[config.mk]
export PLATFORM = sky130hd
export DESIGN_NAME = fir_tap_sequencer_flat
export DESIGN_NICKNAME = d
export VERILOG_FILES = /design/src/rtl/fir_tap_sequencer_if.sv /design/src/rtl/fir_tap_sequencer.sv /design/src/flat_wrapper.sv
export SDC_FILE = /design/constraint.sdc
export NUM_CORES = 1
export LEC_CHECK = 0
export ABC_CLOCK_PERIOD_IN_PS = 1800
export CAP_MARGIN = 20
export CORE_MARGIN = 2
export CORE_UTILIZATION = 30
export CTS_BUF_LIST = sky130_fd_sc_hd__clkbuf_16
export CTS_CLUSTER_SIZE = 25
export DETAILED_ROUTE_END_ITERATION = 10
export PLACE_DENSITY_LB_ADDON = 0.2
export REMOVE_ABC_BUFFERS = 1
export SYNTH_ARGS = -nofsm -noshare
export SYNTH_HDL_FRONTEND = slang
export SYNTH_SLANG_ARGS = --single-unit
[constraint.sdc]
create_clock -name Clk -period 1.8 [get_ports Clk]
set_input_delay 0.54 -clock Clk [delete_from_list [all_inputs] [get_ports Clk]]
set_output_delay 0.54 -clock Clk [all_outputs]
set_load 0.005 [all_outputs]
[src/rtl/fir_tap_sequencer_if.sv]
// Control/status bundle between the sample-input side and the FIR tap sequencer.
// Latency: none (wires only).
// Backpressure: StopIn travels towards the sequencer and stalls it in place.
interface fir_tap_sequencer_if #(
  parameter int NUM_TAPS = 16
);
  localparam int TAP_W = ($clog2(NUM_TAPS) > 1) ? $clog2(NUM_TAPS) : 1;

  logic             Start;
  logic             StopIn;
  logic [TAP_W-1:0] TapAddr;
  logic             MacEn;
  logic             ClearAcc;
  logic             Busy;
  logic             Read;
  logic             Overrun;

  // Upstream controller: launches samples and stalls; observes datapath controls.
  modport master (
    output Start, StopIn,
    input  TapAddr, MacEn, ClearAcc, Busy, Read, Overrun
  );

  // Sequencer side.
  modport slave (
    input  Start, StopIn,
    output TapAddr, MacEn, ClearAcc, Busy, Read, Overrun
  );
endinterface

[src/rtl/fir_tap_sequencer.sv]
// FIR tap sequencer: per Start, steps TapAddr over all taps with MAC enables, drains the MAC pipe, then raises Read.
// Latency: Start sampled at edge k -> RUN k+1..k+NUM_TAPS, DRAIN_CYCLES drain cycles, Read at k+1+NUM_TAPS+DRAIN_CYCLES.
// Backpressure: StopIn freezes RUN/DRAIN/DONE (one extra cycle per stall cycle); Starts not accepted are dropped.
// Optional: define FIR_SEQ_OVERRUN_EN to build the sticky dropped-Start detector; otherwise Overrun is tied 0.
module fir_tap_sequencer #(
  parameter int NUM_TAPS     = 16,
  parameter int DRAIN_CYCLES = 3
) (
  input logic                Clk,
  input logic                Reset,
  fir_tap_sequencer_if.slave seq
);

  localparam int TAP_W = ($clog2(NUM_TAPS) > 1) ? $clog2(NUM_TAPS) : 1;
  localparam int DRN_W = ($clog2(DRAIN_CYCLES + 1) > 1) ? $clog2(DRAIN_CYCLES + 1) : 1;

  localparam logic [TAP_W-1:0] TAP_LAST = TAP_W'(NUM_TAPS - 1);
  // With no drain stage the counter is never consulted; keep the constant in range anyway.
  localparam logic [DRN_W-1:0] DRN_LAST = DRN_W'((DRAIN_CYCLES > 0) ? DRAIN_CYCLES - 1 : 0);

  typedef enum logic [1:0] {
    IDLE  = 2'd0,
    RUN   = 2'd1,
    DRAIN = 2'd2,
    DONE  = 2'd3
  } state_t;

  state_t           state, state_nxt;
  logic [TAP_W-1:0] tap, tap_nxt;
  logic [DRN_W-1:0] dcnt, dcnt_nxt;

  // State, tap index and drain counter registers; Reset wins over everything.
  always_ff @(posedge Clk) begin
    if (Reset) begin
      state <= IDLE;
      tap   <= '0;
      dcnt  <= '0;
    end else begin
      state <= state_nxt;
      tap   <= tap_nxt;
      dcnt  <= dcnt_nxt;
    end
  end

  // Next-state logic: StopIn holds everything in RUN/DRAIN/DONE; it is ignored in IDLE.
  always_comb begin
    state_nxt = state;
    tap_nxt   = tap;
    dcnt_nxt  = dcnt;
    case (state)
      IDLE: begin
        if (seq.Start) begin
          state_nxt = RUN;
          tap_nxt   = '0;
        end
      end
      RUN: begin
        if (!seq.StopIn) begin
          if (tap == TAP_LAST) begin
            dcnt_nxt  = '0;
            state_nxt = (DRAIN_CYCLES == 0) ? DONE : DRAIN;
          end else begin
            tap_nxt = tap + TAP_W'(1);
          end
        end
      end
      DRAIN: begin
        if (!seq.StopIn) begin
          if (dcnt == DRN_LAST) begin
            state_nxt = DONE;
          end else begin
            dcnt_nxt = dcnt + DRN_W'(1);
          end
        end
      end
      DONE: begin
        // Result held while the consumer stalls; otherwise chain straight into the next sample.
        if (!seq.StopIn) begin
          if (seq.Start) begin
            state_nxt = RUN;
            tap_nxt   = '0;
          end else begin
            state_nxt = IDLE;
          end
        end
      end
      default: state_nxt = IDLE;
    endcase
  end

  // TapAddr keeps its last value through DRAIN/DONE/IDLE until the next RUN entry.
  assign seq.TapAddr  = tap;
  // A stalled RUN cycle must not issue a MAC, so the RUN decode is qualified by StopIn.
  // ClearAcc rides with the tap-0 MAC, which also re-issues it if tap 0 was stalled.
  assign seq.MacEn    = (state == RUN) && !seq.StopIn;
  assign seq.ClearAcc = (state == RUN) && (tap == '0) && !seq.StopIn;
  assign seq.Busy     = (state == RUN) || (state == DRAIN);
  assign seq.Read     = (state == DONE);

`ifdef FIR_SEQ_OVERRUN_EN
  logic start_drop;
  logic overrun;

  // A Start is dropped anywhere except IDLE or an unstalled DONE.
  assign start_drop = seq.Start &&
                      ((state == RUN) || (state == DRAIN) || ((state == DONE) && seq.StopIn));

  // Sticky overrun flag, cleared only by Reset.
  always_ff @(posedge Clk) begin
    if (Reset) begin
      overrun <= 1'b0;
    end else if (start_drop) begin
      overrun <= 1'b1;
    end
  end

  assign seq.Overrun = overrun;
`else
  assign seq.Overrun = 1'b0;
`endif

endmodule
[src/flat_wrapper.sv]
// flat-port wrapper written by rule: the top's interface ports become plain ports
module fir_tap_sequencer_flat 
#(
  parameter int NUM_TAPS     = 16,
  parameter int DRAIN_CYCLES = 3
)
  (Clk, Reset, seq_Start, seq_StopIn, seq_TapAddr, seq_MacEn, seq_ClearAcc, seq_Busy, seq_Read, seq_Overrun);
  fir_tap_sequencer_if #(.NUM_TAPS(NUM_TAPS)) seq_i ();
  input logic Clk;
  input logic Reset;
  input wire logic [$bits(seq_i.Start)-1:0] seq_Start;
  input wire logic [$bits(seq_i.StopIn)-1:0] seq_StopIn;
  output wire logic [$bits(seq_i.TapAddr)-1:0] seq_TapAddr;
  output wire logic [$bits(seq_i.MacEn)-1:0] seq_MacEn;
  output wire logic [$bits(seq_i.ClearAcc)-1:0] seq_ClearAcc;
  output wire logic [$bits(seq_i.Busy)-1:0] seq_Busy;
  output wire logic [$bits(seq_i.Read)-1:0] seq_Read;
  output wire logic [$bits(seq_i.Overrun)-1:0] seq_Overrun;
  assign seq_i.Start = seq_Start;
  assign seq_i.StopIn = seq_StopIn;
  assign seq_TapAddr = seq_i.TapAddr;
  assign seq_MacEn = seq_i.MacEn;
  assign seq_ClearAcc = seq_i.ClearAcc;
  assign seq_Busy = seq_i.Busy;
  assign seq_Read = seq_i.Read;
  assign seq_Overrun = seq_i.Overrun;
  fir_tap_sequencer #(.NUM_TAPS(NUM_TAPS), .DRAIN_CYCLES(DRAIN_CYCLES)) u_core (.Clk(Clk), .Reset(Reset), .seq(seq_i));
endmodule
# [Word-level counts from Yosys, hierarchy flattened]
# Index checks and enable logic that the tools add are counted.
[op_classes] shift=0 bitwise_logic=0 n_mul=0 div_mod_pow=0 order_cmp=0 add_sub_neg=2 eq_ne=13 reduce_logical=12 muxes=18
[ops] op="2-bit 2-to-1 mux" n=10
[ops] op="4-bit 2-to-1 mux" n=4
[ops] op="2-bit inequality test (second input constant)" n=6
[ops] op="4-bit one-hot mux with 3 select lines" n=1
[ops] op="2-bit one-hot mux with 4 select lines" n=1
[ops] op="2-bit equality test (second input constant)" n=3
[ops] op="6-bit AND reduction" n=1
[ops] op="5-bit AND reduction" n=1
[ops] op="4-bit by 1-bit adder with 4-bit output (second input constant)" n=1
[ops] op="4-bit equality test (second input constant)" n=1
[ops] op="4-bit zero test" n=1
[ops] op="2-bit by 1-bit inequality test with 1-bit output (second input constant)" n=2
[ops] op="2-bit one-hot mux with 2 select lines" n=1
[ops] op="4-bit AND reduction" n=1
[ops] op="1-bit logical AND" n=3
[ops] op="3-bit nonzero test" n=1
[ops] op="2-bit by 1-bit adder with 2-bit output (second input constant)" n=1
[ops] op="2-bit by 1-bit equality test with 1-bit output (second input constant)" n=1
[ops] op="2-bit zero test" n=1
[ops] op="2-bit nonzero test" n=1
[ops] op="1-bit zero test" n=1
[ops] op="1-bit logical OR" n=1
[ops] op="1-bit 2-to-1 mux" n=1
[totals] mem_count=0 mem_bits_rw=0 latch_bits=0 romBits=0 output_inout_bits=9 register_bits=8 wordCells=48 input_bits=4

# [Logic depth before layout (Yosys ltp)]
[depth] depth_word=4 depth_mapped=7 depth_no_buf=6

# [Worst setup path before layout]
# Ideal clock, no wire load.
[synth_path] path_kind="register to output" start="register u_core.state[1]" end="output port seq_ClearAcc" path_stages_with_launch=6 path_slack_ps=172 arrival_ps=1088 path_buffers=1 required_time_ps=1260 path_cell_list="dfxtp_1 -> inv_1 -> ha_1 -> buf_2 -> nor2b_1 -> and3_1"
[synth_between] elab_chain_cells=3
[synth_lines] element="start, declared" line="fir_tap_sequencer.sv:28" source="state_t state, state_nxt;"
[synth_lines] element="start signal, assigned" line="fir_tap_sequencer.sv:39" source="state <= state_nxt;"
[synth_lines] element="2-bit by 1-bit equality test with 1-bit output" line="fir_tap_sequencer.sv:96" source="assign seq.ClearAcc = (state == RUN) && (tap == '0) && !seq.StopIn;"
[synth_lines] element="1-bit logical AND (2 in a row)" line="fir_tap_sequencer.sv:96"
[synth_lines] element="end, declared" line="flat_wrapper.sv:15" source="output wire logic [$bits(seq_i.ClearAcc)-1:0] seq_ClearAcc;"
# Every way passes these cells.

# [Worst setup path in the final report]
[layout_path] start="register u_core.state[0]" end="register u_core.state[1]"
[layout_between] elab_chain_cells=3
[layout_lines] element="2-bit by 1-bit equality test with 1-bit output, or another cell as far along" line="fir_tap_sequencer.sv:50" source="case (state)"
[layout_lines] element="2-bit by 1-bit inequality test with 1-bit output (no source line) / 2-bit inequality test (equally long branches)"
[layout_lines] element="6-bit AND reduction (no source line)"
# Parallel ways exist; a longest one is shown, timed or not.
# A chain may end at the register's enable or synchronous reset.

==> qor.txt <==
outcome -> completed
CTS Buf Count -> 3
hold crit path type -> reg -> reg
io pins -> 13
Placement Cell Area -> 845 um^2
Post-synth EDFFs -> 0
Clock Latency Late Sink -> 0.23 ns
Clock power frac -> 31.0%
Initial Utilization -> 31.4%
flops & latches, synth -> 8
simple-gate share of the synthesized area -> 23.0%
Post-Synth Adder-Cell Area -> 18.6%
Gate power share -> 49.5%
setup_tns -> 0 ns
DR pass1 iterations -> 4
Reg-to-Reg End -> u_core.state[1]
Area growth syn-to-layout -> 58.0%
sequential power share -> 19.5%
initial antenna violation count -> 0
Die Area -> 0.00239 mm^2
area leader, netlist -> dfxtp_1
# port buffers -> 11
final hold slack -> 0.477 ns
Compound-Gate Fraction of Synth Area -> 21.5%
final hold viol count -> 0
sequential area share after synthesis -> 26.5%
clock slew at reported path FFs -> 0.04 ns
path depth of the worst reg2reg path -> 8
number of diodes -> 0
Critical Path Sink -> u_core.state[1]
DRT iter0 DRCs -> 9
Detail Route Antenna Nets -> 0
Distinct cells, synth -> 34
# rows -> 16
CP required -> 1.96 ns
P per Cell Area -> 1250 mW/mm^2
total congestion overflow -> 0
main combinational cell family by area after synthesis -> simple AND/OR/NAND/NOR gates
Total GRT Usage -> 12.0%
area share of the largest cell type after synthesis -> 26.5%
Achievable Freq -> 559 MHz
r2r setup slk -> 0.01 ns
Placed Cells -> 122
vias -> 589
Core Region -> 0.00192 mm^2
count leader, synth -> ha_1
sw frac -> 32.4%
Worst setup startpoint -> u_core.state[0]
RSZ-0062 raised after global routing -> true
mux contribution to synthesized area -> 3.31%
Setup crit end kind -> flop
chip width -> 48.9 um
Post-Syn Area per Cell -> 8.39 um^2
setup violators final -> 0
largest net degree at the start of global routing -> 10
Post-Synthesis Cells -> 72
chip height -> 48.9 um
first-pass GRT wire length -> 2.22 mm
sw power -> 0.388 mW
Arr. time, crit path -> 1.95 ns
clk sinks -> 8
Startpoint Class -> flop
ys flop type -> dfxtp_1
maximum VDD drop -> 0.798 mV
synth cell count leaders -> ha_1 (9), dfxtp_1 (8), inv_1 (6), o21ai_0 (6)
cell internal pwr -> 0.809 mW
CTS tree -> yes
DP HPWL -> 1.07 mm
Nets -> 113
Synth Cell Area -> 604 um^2
Final Max Tran Viols -> 0
Final Non-Filler Cells -> 125
crit-path max FO -> 4
max cap viols -> 0
layout cells sized above 1 -> 36.7%
H-Tree Depth -> 1
clock root buffer -> clkbuf_16
vias in the first global route -> 576
WL final -> 1.47 mm
DRC -> 0
Async SR Flop Fraction -> 0%
vias per cell -> 4.71
Placer Congestion -> 0.783
YS warnings -> 0
Post-Synth XOR/XNOR Area -> 0%
fin crit period -> 1.79 ns
Routed WL per cell -> 11.7 um
Final Cycle Share -> 99.5%
Layout Skew -> 0.00500 ns
worst setup path class -> reg -> reg
Area contributors post-synth -> dfxtp_1 (27%), ha_1 (19%), o21ai_0 (5.0%)
reg-to-reg critical path startpoint -> u_core.state[0]
leakage -> 0.405 nW
Clock Tree Buf Depth -> 2
Design Area, Final -> 955 um^2
[cells by family (layout without fill, tap and decap cells)]
logic type	after synthesis	in the layout
flops	8	8
buf+inv	9	35
mux	2	2
compound gates	20	20
fa+ha+maj	9	9
simple gates	23	23
other cells	1	1
[per-layer routing]
| layer | track usage (%) | up-vias | routed length (um) |
|---|---|---|---|
| li1 | - | 303 | - |
| met1 | 11.7 | 267 | 662 |
| met2 | 23.1 | 15 | 713 |
| met3 | 1.53 | 4 | 54 |
| met4 | 8.57 | 0 | 35 |
| met5 | 0 | - | 0 |
[placed cells by master, fill, tap and decap left out, types with 2 or more instances in the layout]
cell type and instances:
a21oi_1 5, buf_4 15, clkbuf_16 3, clkbuf_2 2
clkdlybuf4s50_1 6, dfxtp_1 6, ha_1 7, ha_4 2
inv_1 5, mux2i_1 2, nand3_1 3, nor2_1 5
nor2b_1 2, o21ai_0 5
[power by group through the flow]
stage               combinational [mW]  sequential (mW)  clock, mW
detailed placement               0.558            0.222          0
CTS                              0.570            0.227      0.378
finish                           0.593            0.233      0.371
global placement                 0.550            0.221          0
global route                     0.652            0.239      0.394
floorplan                        0.296            0.235          0
[stage by stage]
| stage | power [mW] | worst slack (ns) | utilization [%] |
|---|---|---|---|
| after floorplan | 0.531 | 0.198 | - |
| after global placement | 0.772 | -0.540 | 43.9 |
| after detailed placement | 0.780 | -0.562 | 43.9 |
| after CTS | 1.17 | -0.0159 | 49.0 |
| after global routing | 1.28 | -0.0694 | 49.7 |
| final | 1.20 | 0.00973 | 49.7 |
[repair_timing]
action,CTS,global route
cloned,0,0
pin swaps,1,0
resized for setup,17,8
endpoints found under the setup margin,4,4
hold endpoints to repair,0,0
buffers inserted,0,0
hold buffers,0,0
[registers in the layout, indices dropped and copies added (netlist names)]
| name | flops |
|---|---|
| u_core.state | 2 |
| u_core.seq.TapAddr | 4 |
| u_core.dcnt | 2 |
[area by class of cell]
| cell class | count | area (um^2) |
|---|---|---|
| fillers | 195 | 967 |
| clock buffers | 3 | 75.1 |
| flip-flops and latches | 8 | 165 |
| multi-input cells | 55 | 444 |
| inverters | 6 | 22.5 |
| repair buffers | 26 | 214 |
| well taps | 27 | 33.8 |
[worst max-delay path: stages (launching register included)]
cell	delay (ns)
dfxtp_4	0.35
buf_6	0.11
inv_1	0.05
buf_4	0.14
ha_1	0.23
a21oi_1	0.19
o22ai_2	0.15
or3b_1	0.38
a21oi_2	0.11
[how the worst min path moves through the flow]
stage                         startpoint        endpoint  slack (ns)  depth (start not counted)
after floorplan           u_core.dcnt[1]  u_core.dcnt[1]        0.45                          2
after global placement    u_core.dcnt[1]  u_core.dcnt[1]        0.47                          2
after detailed placement  u_core.dcnt[1]  u_core.dcnt[1]        0.48                          2
after CTS                 u_core.dcnt[1]  u_core.dcnt[1]        0.48                          2
after global routing      u_core.dcnt[1]  u_core.dcnt[1]        0.53                          2
final                     u_core.dcnt[1]  u_core.dcnt[1]        0.48                          2
(Power assumes the default switching activity.)
